**config.mk**
```make
export PLATFORM = sky130hd
export DESIGN_NAME = button_conditioner
export DESIGN_NICKNAME = d
export VERILOG_FILES = /design/src/rtl/button_conditioner.sv
export SDC_FILE = /design/constraint.sdc
export NUM_CORES = 1
export LEC_CHECK = 0
export ABC_AREA = 0
export CAP_MARGIN = 20
export CORE_ASPECT_RATIO = 0.9
export CORE_MARGIN = 2
export CORE_UTILIZATION = 61
export CTS_CLUSTER_SIZE = 16
export DETAILED_ROUTE_END_ITERATION = 10
export GPL_TIMING_DRIVEN = 0
export PLACE_DENSITY = 0.79
export SLEW_MARGIN = 20
export SYNTH_ARGS = -nofsm -noshare
export SYNTH_HDL_FRONTEND = slang
export SYNTH_SLANG_ARGS = --single-unit
```
**constraint.sdc**
```tcl
create_clock -name clk -period 5.05 [get_ports clk]
set_input_delay 1.01 -clock clk [delete_from_list [all_inputs] [get_ports clk]]
set_output_delay 1.01 -clock clk [all_outputs]
set_load 0.005 [all_outputs]
```
**src/rtl/button_conditioner.sv**
```systemverilog
// Push-button conditioner: pad synchroniser, debounce FSM, one-cycle press pulse,
// debounced level and one-shot long-press pulse, all in the clk domain.
module button_conditioner #(
  parameter int SYNC_STAGES     = 2,
  parameter int DEBOUNCE_CYCLES = 16,
  parameter int LONG_CYCLES     = 1024
) (
  input  logic clk,
  input  logic rst_n,
  input  logic button_raw,
  output logic button,
  output logic button_level,
  output logic button_long
);

  localparam int CNT_W  = $clog2(DEBOUNCE_CYCLES + 1);
  localparam int HOLD_W = $clog2(LONG_CYCLES + 1);

  localparam logic [CNT_W-1:0]  CNT_LAST  = CNT_W'(DEBOUNCE_CYCLES - 1);
  localparam logic [HOLD_W-1:0] HOLD_LAST = HOLD_W'(LONG_CYCLES - 1);
  localparam logic [HOLD_W-1:0] HOLD_MAX  = HOLD_W'(LONG_CYCLES);

  typedef enum logic [1:0] {
    RELEASED,
    PRESS_CHECK,
    PRESSED,
    RELEASE_CHECK
  } state_t;

  logic [SYNC_STAGES-1:0] sync_q;
  logic                   s;

  state_t              state, state_nxt;
  logic [CNT_W-1:0]    cnt, cnt_nxt;
  logic [HOLD_W-1:0]   hold_cnt, hold_nxt;
  logic                press_nxt, long_nxt, level_nxt;

  // NOTE: sequential state uses non-blocking assignments so every flop samples
  // pre-edge values; blocking here would let later stages see this edge's data.
  always_ff @(posedge clk or negedge rst_n) begin
    if (!rst_n) begin
      sync_q <= '0;
    end else begin
      sync_q <= {sync_q[SYNC_STAGES-2:0], button_raw};
    end
  end

  assign s = sync_q[SYNC_STAGES-1];

  // NOTE: every output of this block gets a default first, so no path through
  // the case statement can leave a value unassigned and infer a latch.
  always_comb begin
    state_nxt = state;
    cnt_nxt   = cnt;
    hold_nxt  = hold_cnt;
    press_nxt = 1'b0;
    long_nxt  = 1'b0;
    unique case (state)
      RELEASED: begin
        if (s) begin
          state_nxt = PRESS_CHECK;
          cnt_nxt   = '0;
        end
      end
      PRESS_CHECK: begin
        if (!s) begin
          state_nxt = RELEASED;
          cnt_nxt   = '0;
        end else if (cnt == CNT_LAST) begin
          state_nxt = PRESSED;
          cnt_nxt   = '0;
          hold_nxt  = '0;
          press_nxt = 1'b1;
        end else begin
          cnt_nxt = cnt + 1'b1;
        end
      end
      PRESSED: begin
        if (!s) begin
          state_nxt = RELEASE_CHECK;
          cnt_nxt   = '0;
        end else begin
          // Saturating at LONG_CYCLES is what makes the long pulse one-shot.
          if (hold_cnt == HOLD_LAST) long_nxt = 1'b1;
          if (hold_cnt < HOLD_MAX)   hold_nxt = hold_cnt + 1'b1;
        end
      end
      RELEASE_CHECK: begin
        if (s) begin
          state_nxt = PRESSED;
          cnt_nxt   = '0;
        end else if (cnt == CNT_LAST) begin
          state_nxt = RELEASED;
          cnt_nxt   = '0;
        end else begin
          cnt_nxt = cnt + 1'b1;
        end
      end
      default: begin
        state_nxt = RELEASED;
        cnt_nxt   = '0;
      end
    endcase
    level_nxt = (state_nxt == PRESSED) || (state_nxt == RELEASE_CHECK);
  end

  always_ff @(posedge clk or negedge rst_n) begin
    if (!rst_n) begin
      state        <= RELEASED;
      cnt          <= '0;
      hold_cnt     <= '0;
      button       <= 1'b0;
      button_level <= 1'b0;
      button_long  <= 1'b0;
    end else begin
      state        <= state_nxt;
      cnt          <= cnt_nxt;
      hold_cnt     <= hold_nxt;
      button       <= press_nxt;
      button_level <= level_nxt;
      button_long  <= long_nxt;
    end
  end

endmodule

```
==> run summary, run 1 <==
### Synthesis
- **Cell Area, Synth** 1070 um2
- **proportion of synthesized flip-flops having asynchronous set or reset** 100%
- **share of synthesized cell area in and, or, nand and nor gates** 24.4%
- **cell with the most instances after synthesis** dfrtp_1
- **most common flop cell mapped by yosys** dfrtp_1
- **number of enable-type register cells in the synthesized netlist** 0
- **fraction of the mapped netlist area in compound gates** 12.9%
- **Cell variety after synth** 35
- **main area contributors after synthesis** dfrtp_1 (51%), nand2_1 (3.8%), nand3_1 (3.3%)
- **instance count of the mapped netlist** 102
- **share of synthesized cell area in full adder, half adder and majority cells** 2.33%
- **share of cell area taken by muxes after synthesis** 2.91%
- **sequential fraction of the synthesis area** 51.2%
- **fraction of synthesized cell area in xor and xnor cells** 4.07%
- **total of flip-flops plus latches after synthesis** 22
- **total of warnings raised by yosys** 0
- **biggest area consumer among synthesized cells** dfrtp_1
- **top cell types by occurrence after synthesis** dfrtp_1 (22), nand2_1 (11), nand3_1 (7), a21oi_1 (5), nor2_1 (5)
- **largest family of logic cells by synthesized area** simple AND/OR/NAND/NOR gates
- **Avg Cell Area, Syn** 10.5 um2
- **Syn Nets** 107
- **top-area cell type share of the netlist area** 51.2%

### Global routing
- **gr ovfl total** 0
- **via count of the first global-routing pass** 758
- **Total GRT Usage** 22.4%
- **antenna violations before repair** 0
- **first-pass GRT wire length** 3.28 mm
- **largest net degree at the start of global routing** 23

### Job
- **count of max-cap constraint violations** 0

### Route
- **highest metal used** met4
- **via count of the routed design** 813
- **Iter 0 DRT Violations** 24
- **wire length reported by the detailed router** 1.92 mm
- **met2 WL post-DR** 850 um
- **number of antenna-violating nets in the routed design** 0
- **met1 WL** 946 um
- **wire length per cell** 14.3 um
- **Routed met3 length** 91 um
- **post-DR vias/cell** 6.07
- **DRC violation count after routing** 0
- **number of optimization iterations in the first detailed-route pass** 4

### Worst hold path
- **startpoint of the tightest hold check path** sync_q[0]
- **hold depth** 0
- **worst hold path endpoint** sync_q[1]
- **worst min path class** flop to flop

### Floorplanning
- **die area** 2110 um2
- **top-level port count** 6
- **number of placement rows** 14
- **Std-Cell Core Area** 1660 um2
- **Chip Height** 43.8 um
- **x dimension of the die** 48.2 um
- **effective utilization at floorplan** 64.6%

### Cells and area
- **combined area of the multi-input logic cells** 502 um2
- **relative area change from synthesis to final layout** 9.08%
- **number of fill cells** 128
- **Register Area** 551 um2
- **Final Net Count** 117
- **diode insertion count for antenna repair** 0
- **share of final-layout standard cells stronger than drive strength 1** 10.0%

### Worst setup path
- **crit path capture type** output pin
- **reg2reg setup slack** 3.24 ns
- **delay of the slowest cell on the worst path** 0.50 ns
- **cell with the biggest individual delay on the critical path** clkdlybuf4s50_1
- **worst r2r path cells** 5
- **critical path buffer and inverter count** 1
- **cell type group with the largest total delay on the critical path** buffers and inverters
- **Critical Path, Cell by Cell** clkdlybuf4s50_1
- **highest net fanout along the worst path** 2
- **arrival time of the worst setup path** 1.17 ns
- **type of origin of the critical path** flop
- **critical register-to-register path startpoint** cnt[0]
- **endpoint of the most critical register-to-register path** hold_cnt[7]
- **worst setup path class** flop to output pin
- **endpoint required time on the critical path** 4.04 ns

### Timing
- **final-report hold violation count** 0
- **minimum clock period** 2.18 ns
- **worst slew slack as a fraction of its limit** 65.9%
- **RSZ-0062 raised after global routing** no
- **worst setup skew after layout** 0.00194 ns
- **aggregate negative setup slack** 0 ns
- **slew at the pin with the worst max-slew slack** 0.509 ns
- **Fmax achieved** 459 MHz
- **pins over their slew limit** 0
- **post-route fraction of the period consumed by the critical path** 43.1%
- **number of failing setup endpoints in the final timing report** 0

### Clocking
- **post-CTS setup buffers** 0
- **Clock Pin Slew Worst Setup and Hold Paths** 0.11 ns
- **# clock sinks** 22
- **number of hold buffers added after cts** 0
- **TritonCTS clock tree** yes
- **root buffer cell** clkbuf_4
- **deepest clock path buffer count** 2
- **H-Tree Level Count** 1
- **cts bufs inserted** 3
- **number of instances resized during post-cts repair** 0
- **later-pin clock latency in the skew report** 0.31 ns

### Power and ir drop
- **total power of the final layout** 0.000274 W
- **PwrDens** 234 nW/um2
- **leakage power** 0.532 nW
- **worst-case vdd ir drop** 0.000203 V

### Status
- **result of the run** completed

### Placed design
- **RePlAce Congestion** 0.790
- **half-perimeter wire length after detailed placement** 1.35 mm
- **Port Buffer Count** 5

-- power breakdown --
group	internal [W]	switching (W)	leakage, nW	total [W]
clock network	0.0000279	0.0000511	0.0138	0.0000791
registers	0.000179	0.00000202	0.299	0.000181
logic	0.00000541	0.00000936	0.219	0.0000148
total	0.000212	0.0000625	0.532	0.000274
-- sequential cells by signal, indices dropped and copies added (netlist names) --
| signal | flops |
|---|---|
| button | 1 |
| hold_cnt | 11 |
| state | 1 |
| button_level | 1 |
| button_long | 1 |
| sync_q | 2 |
| cnt | 5 |
-- worst max-delay path by stage --
stage	start	to	slack, ns	depth (start not counted)
2_1_floorplan	cnt[0]	hold_cnt[7]	3.44	5
3_3_place_gp	rst_n	sync_q[0]	2.85	1
3_5_place_dp	rst_n	sync_q[0]	2.82	1
4_1_cts	button_level	button_level	2.86	1
5_1_grt	button_level	button_level	2.79	1
6_report	button_level	button_level	2.87	1
-- cells in the final DEF, fill, tap and decap left out --
| master | synthesis | layout |
|---|---|---|
| a21boi_1 | 1 | 1 |
| a21o_1 | 3 | 3 |
| a21oi_1 | 5 | 5 |
| a21oi_2 | 1 | 1 |
| a22o_1 | 1 | 1 |
| a31o_1 | 1 | 1 |
| and2_1 | 1 | 1 |
| and3_1 | 1 | 1 |
| and4b_4 | 1 | 1 |
| and4bb_4 | 1 | 1 |
| buf_2 | 0 | 1 |
| buf_4 | 2 | 2 |
| clkbuf_1 | 1 | 1 |
| clkbuf_4 | 0 | 3 |
| clkdlybuf4s50_1 | 0 | 4 |
| dfrtp_1 | 22 | 22 |
| ha_1 | 2 | 2 |
| inv_2 | 1 | 1 |
| mux2_2 | 1 | 1 |
| mux2i_1 | 2 | 2 |
| nand2_1 | 11 | 11 |
| nand2b_1 | 3 | 3 |
| nand3_1 | 7 | 7 |
| nand4_1 | 3 | 3 |
| nand4b_1 | 1 | 1 |
| nand4bb_1 | 1 | 1 |
| nor2_1 | 5 | 5 |
| nor2b_1 | 2 | 2 |
| nor3_1 | 1 | 1 |
| nor3b_1 | 1 | 1 |
| nor4_1 | 2 | 2 |
| o211ai_1 | 1 | 1 |
| o21ai_0 | 3 | 3 |
| o21ai_1 | 1 | 1 |
| o31ai_1 | 4 | 4 |
| or4_1 | 4 | 4 |
| xnor2_1 | 2 | 2 |
| xor2_1 | 3 | 3 |
-- cell type report --
class                   count  share of cell area, %
clock buffers               3                   1.92
plain buffers               3                   1.60
repair buffers              5                   3.84
flip-flops and latches     22                   47.0
multi-input cells          76                   42.8
well taps                  24                   2.56
inverters                   1                  0.320
-- per-layer routing --
layer	track usage [%]	up-vias
met5	0	-
met4	11.4	0
met3	4.17	4
met2	30.8	21
met1	33.4	392
li1	-	396
-- kinds of logic (layout without fill, tap and decap cells) --
| kind of cell | count (synthesis) | in the layout |
|---|---|---|
| multiplexers | 3 | 3 |
| XOR/XNOR | 5 | 5 |
| AND/OR/NAND/NOR | 45 | 45 |
| flip-flops | 22 | 22 |
| AO/OA/AOI/OAI | 21 | 21 |
| adder cells (fa/ha/maj) | 2 | 2 |
| buffers and inverters | 4 | 12 |
-- stage by stage --
step                      utilization, %  hold WS (ns)  cells  setup WS, ns  instance area, um2
after floorplan                        -         0.331    102          3.44                1070
after global placement              69.4         0.344    131          2.85                1150
after detailed placement            69.4         0.341    131          2.82                1150
after CTS                           70.8         0.376    134          2.86                1180
after global routing                70.5         0.391    134          2.79                1170
final                               70.5         0.372    134          2.87                1170
(Power assumes the default switching activity.)
==> run 2: changes to the inputs <==
--- a/config.mk
+++ b/config.mk
@@ -9,11 +9,11 @@
 export CAP_MARGIN = 20
 export CORE_ASPECT_RATIO = 0.9
 export CORE_MARGIN = 2
-export CORE_UTILIZATION = 61
+export CORE_UTILIZATION = 51
 export CTS_CLUSTER_SIZE = 16
 export DETAILED_ROUTE_END_ITERATION = 10
 export GPL_TIMING_DRIVEN = 0
-export PLACE_DENSITY = 0.79
+export PLACE_DENSITY = 0.7
 export SLEW_MARGIN = 20
 export SYNTH_ARGS = -nofsm -noshare
 export SYNTH_HDL_FRONTEND = slang
==> constraint.sdc (replaced) <==
create_clock -name clk -period 1.99 [get_ports clk]
set_input_delay 0.398 -clock clk [delete_from_list [all_inputs] [get_ports clk]]
set_output_delay 0.398 -clock clk [all_outputs]
set_load 0.005 [all_outputs]
==> run summary, run 2 (synthesis gave the netlist of run 1 again) <==
### Worst setup path
- **crit path capture type** flop
- **destination of the critical timing path** hold_cnt[6]
- **CP startpoint** cnt[0]
- **critical register-to-register path startpoint** cnt[0]
- **reg2reg setup slack** 0.20 ns, -3.04 ns
- **endpoint of the most critical register-to-register path** hold_cnt[6]
- **worst r2r path cells** 5, unchanged
- **worst setup path class** flop to flop
- **type of origin of the critical path** flop
- **highest net fanout along the worst path** 8, +6
- **arrival time of the worst setup path** 2.03 ns, +0.86 ns
- **endpoint required time on the critical path** 2.23 ns, -1.81 ns

### Floorplanning
- **effective utilization at floorplan** 55.1%, -9.5 points
- **Std-Cell Core Area** 1950 um2, +17%
- **x dimension of the die** 52.4 um, +8.6%
- **die area** 2490 um2, +18%
- **number of placement rows** 15, +1
- **top-level port count** 6, unchanged
- **Chip Height** 47.6 um, +8.5%

### Timing
- **RSZ-0062 raised after global routing** no
- **final-report hold violation count** 0, unchanged
- **aggregate negative setup slack** 0 ns, unchanged
- **worst setup skew after layout** 0.00948 ns, +0.00754 ns
- **slew at the pin with the worst max-slew slack** 0.522 ns, +0.0125 ns
- **number of failing setup endpoints in the final timing report** 0, unchanged
- **worst slew slack as a fraction of its limit** 65.0%, -0.84 points
- **post-route fraction of the period consumed by the critical path** 90.1%
- **pins over their slew limit** 0, unchanged
- **minimum clock period** 1.79 ns
- **Fmax achieved** 557 MHz
- **final worst slack** 0.196 ns, -2.67 ns

### Cells and area
- **share of final-layout standard cells stronger than drive strength 1** 10.8%, +0.81 points
- **relative area change from synthesis to final layout** 12.0%
- **Final Net Count** 117, unchanged
- **diode insertion count for antenna repair** 0, unchanged
- **most frequent standard cell in the layout excluding fill and tap cells** dfrtp_1
- **register bank with the most flops** hold_cnt
- **registers with the most flip-flops** hold_cnt (11), cnt (5), sync_q (2)
- **flip-flop count of the largest register, all copies and words added** 11, unchanged
- **number of fill cells** 174, +36%
- **commonest non-fill, non-tap cells in the layout** dfrtp_1 (22), nand2_1 (11), nand3_1 (7)

### Clocking
- **Clock Pin Slew Worst Setup and Hold Paths** 0.13 ns, +0.02 ns
- **root buffer cell** clkbuf_4
- **cts bufs inserted** 3, unchanged
- **deepest clock path buffer count** 2, unchanged
- **number of instances resized during post-cts repair** 0, unchanged
- **post-CTS setup buffers** 0, unchanged
- **# clock sinks** 22, unchanged
- **later-pin clock latency in the skew report** 0.31 ns, about the same
- **H-Tree Level Count** 1, unchanged
- **number of hold buffers added after cts** 0, unchanged
- **TritonCTS clock tree** yes

### Route
- **via count of the routed design** 813, unchanged
- **wire length per cell** 14.1 um, -1.4%
- **Iter 0 DRT Violations** 12, -50%
- **DRC violation count after routing** 0, unchanged
- **wire length reported by the detailed router** 1.92 mm, about the same
- **number of antenna-violating nets in the routed design** 0, unchanged
- **post-DR vias/cell** 5.98, -1.5%
- **number of optimization iterations in the first detailed-route pass** 4, unchanged

### Global routing
- **via count of the first global-routing pass** 702, -7.4%
- **gr ovfl total** 0, unchanged
- **antenna violations before repair** 0, unchanged
- **Total GRT Usage** 18.0%, -4.4 points
- **first-pass GRT wire length** 3.23 mm, -1.7%
- **largest net degree at the start of global routing** 23, unchanged

### Power and ir drop
- **PwrDens** 694 nW/um2, +200%
- **leakage power** 0.546 nW, +2.7%
- **worst-case vdd ir drop** 0.000547 V, +170%

### Placed design
- **Port Buffer Count** 5, unchanged
- **half-perimeter wire length after detailed placement** 1.36 mm, +0.71%
- **Post-Place Setup Slack** 0.218 ns, -2.60 ns
- **RePlAce Congestion** 0.832, +5.4%

### Status
- **result of the run** completed

### Job
- **count of max-cap constraint violations** 0, unchanged

### Worst hold path
- **worst min path class** input pin to asynchronous set/reset pin

[run 2: changes by cell type in the layout (fill, tap and decap cells not counted)]
cell,previous run,this run
bufinv_16,0,1
[run 2: cell type report]
| type | instances | area, um2 | share of cell area (%) |
|---|---|---|---|
| well taps | 25 | 31.3 | 2.60 |
| clock inverters | 1 | 30.0 | 2.49 |
| repair buffers | 5 | 45.0 | 3.74 |
| flip-flops and latches | 22 | 551 | 45.7 |
| inverters | 1 | 3.75 | 0.312 |
| multi-input cells | 76 | 502 | 41.7 |
| plain buffers | 3 | 18.8 | 1.56 |
| clock buffers | 3 | 22.5 | 1.87 |
[run 2: per-stage QoR]
step | area (um2) | cells | hold slack, ns | util [%] | total power [W]
after floorplan | 1070 | 102 | 0.102 | - | 0.000488
after global routing | 1200 | 136 | 0.0603 | 61.7 | 0.000862
after detailed placement | 1160 | 132 | 0.346 | 59.2 | 0.000507
final | 1200 | 136 | 0.0297 | 61.7 | 0.000835
after CTS | 1210 | 136 | 0.380 | 61.9 | 0.000845
after global placement | 1160 | 132 | 0.341 | 59.2 | 0.000505
[run 2: where the power goes]
part	switching, W	leakage [nW]	internal (W)	total [W]
combinational	0.0000242	0.219	0.0000137	0.0000379
sequential	0.00000474	0.299	0.000453	0.000458
clock	0.000135	0.0279	0.000204	0.000339
total	0.000164	0.546	0.000671	0.000835
[run 2: routing by layer]
layer	up-vias	track usage, %	part of all wire [%]
met5	-	0	0
met3	2	6.56	6.2
met4	0	3.08	0.73
li1	395	-	-
met2	23	26.5	42
met1	393	26.2	51
[run 2: how the worst min path moves through the flow]
stage	from	slack [ns]	to	depth (start not counted)
2_1_floorplan	rst_n	0.10	button	0
3_3_place_gp	sync_q[0]	0.34	sync_q[1]	0
3_5_place_dp	sync_q[0]	0.35	sync_q[1]	0
4_1_cts	sync_q[0]	0.38	sync_q[1]	0
5_1_grt	rst_n	0.06	state[0]	1
6_report	rst_n	0.03	state[0]	1
[run 2: critical path, cell delays in order, from the launching register on]
cell     delay, ns
dfrtp_1       0.40
ha_1          0.25
and4b_4       0.29
a21oi_2       0.11
or4_1         0.51
a21oi_1       0.15
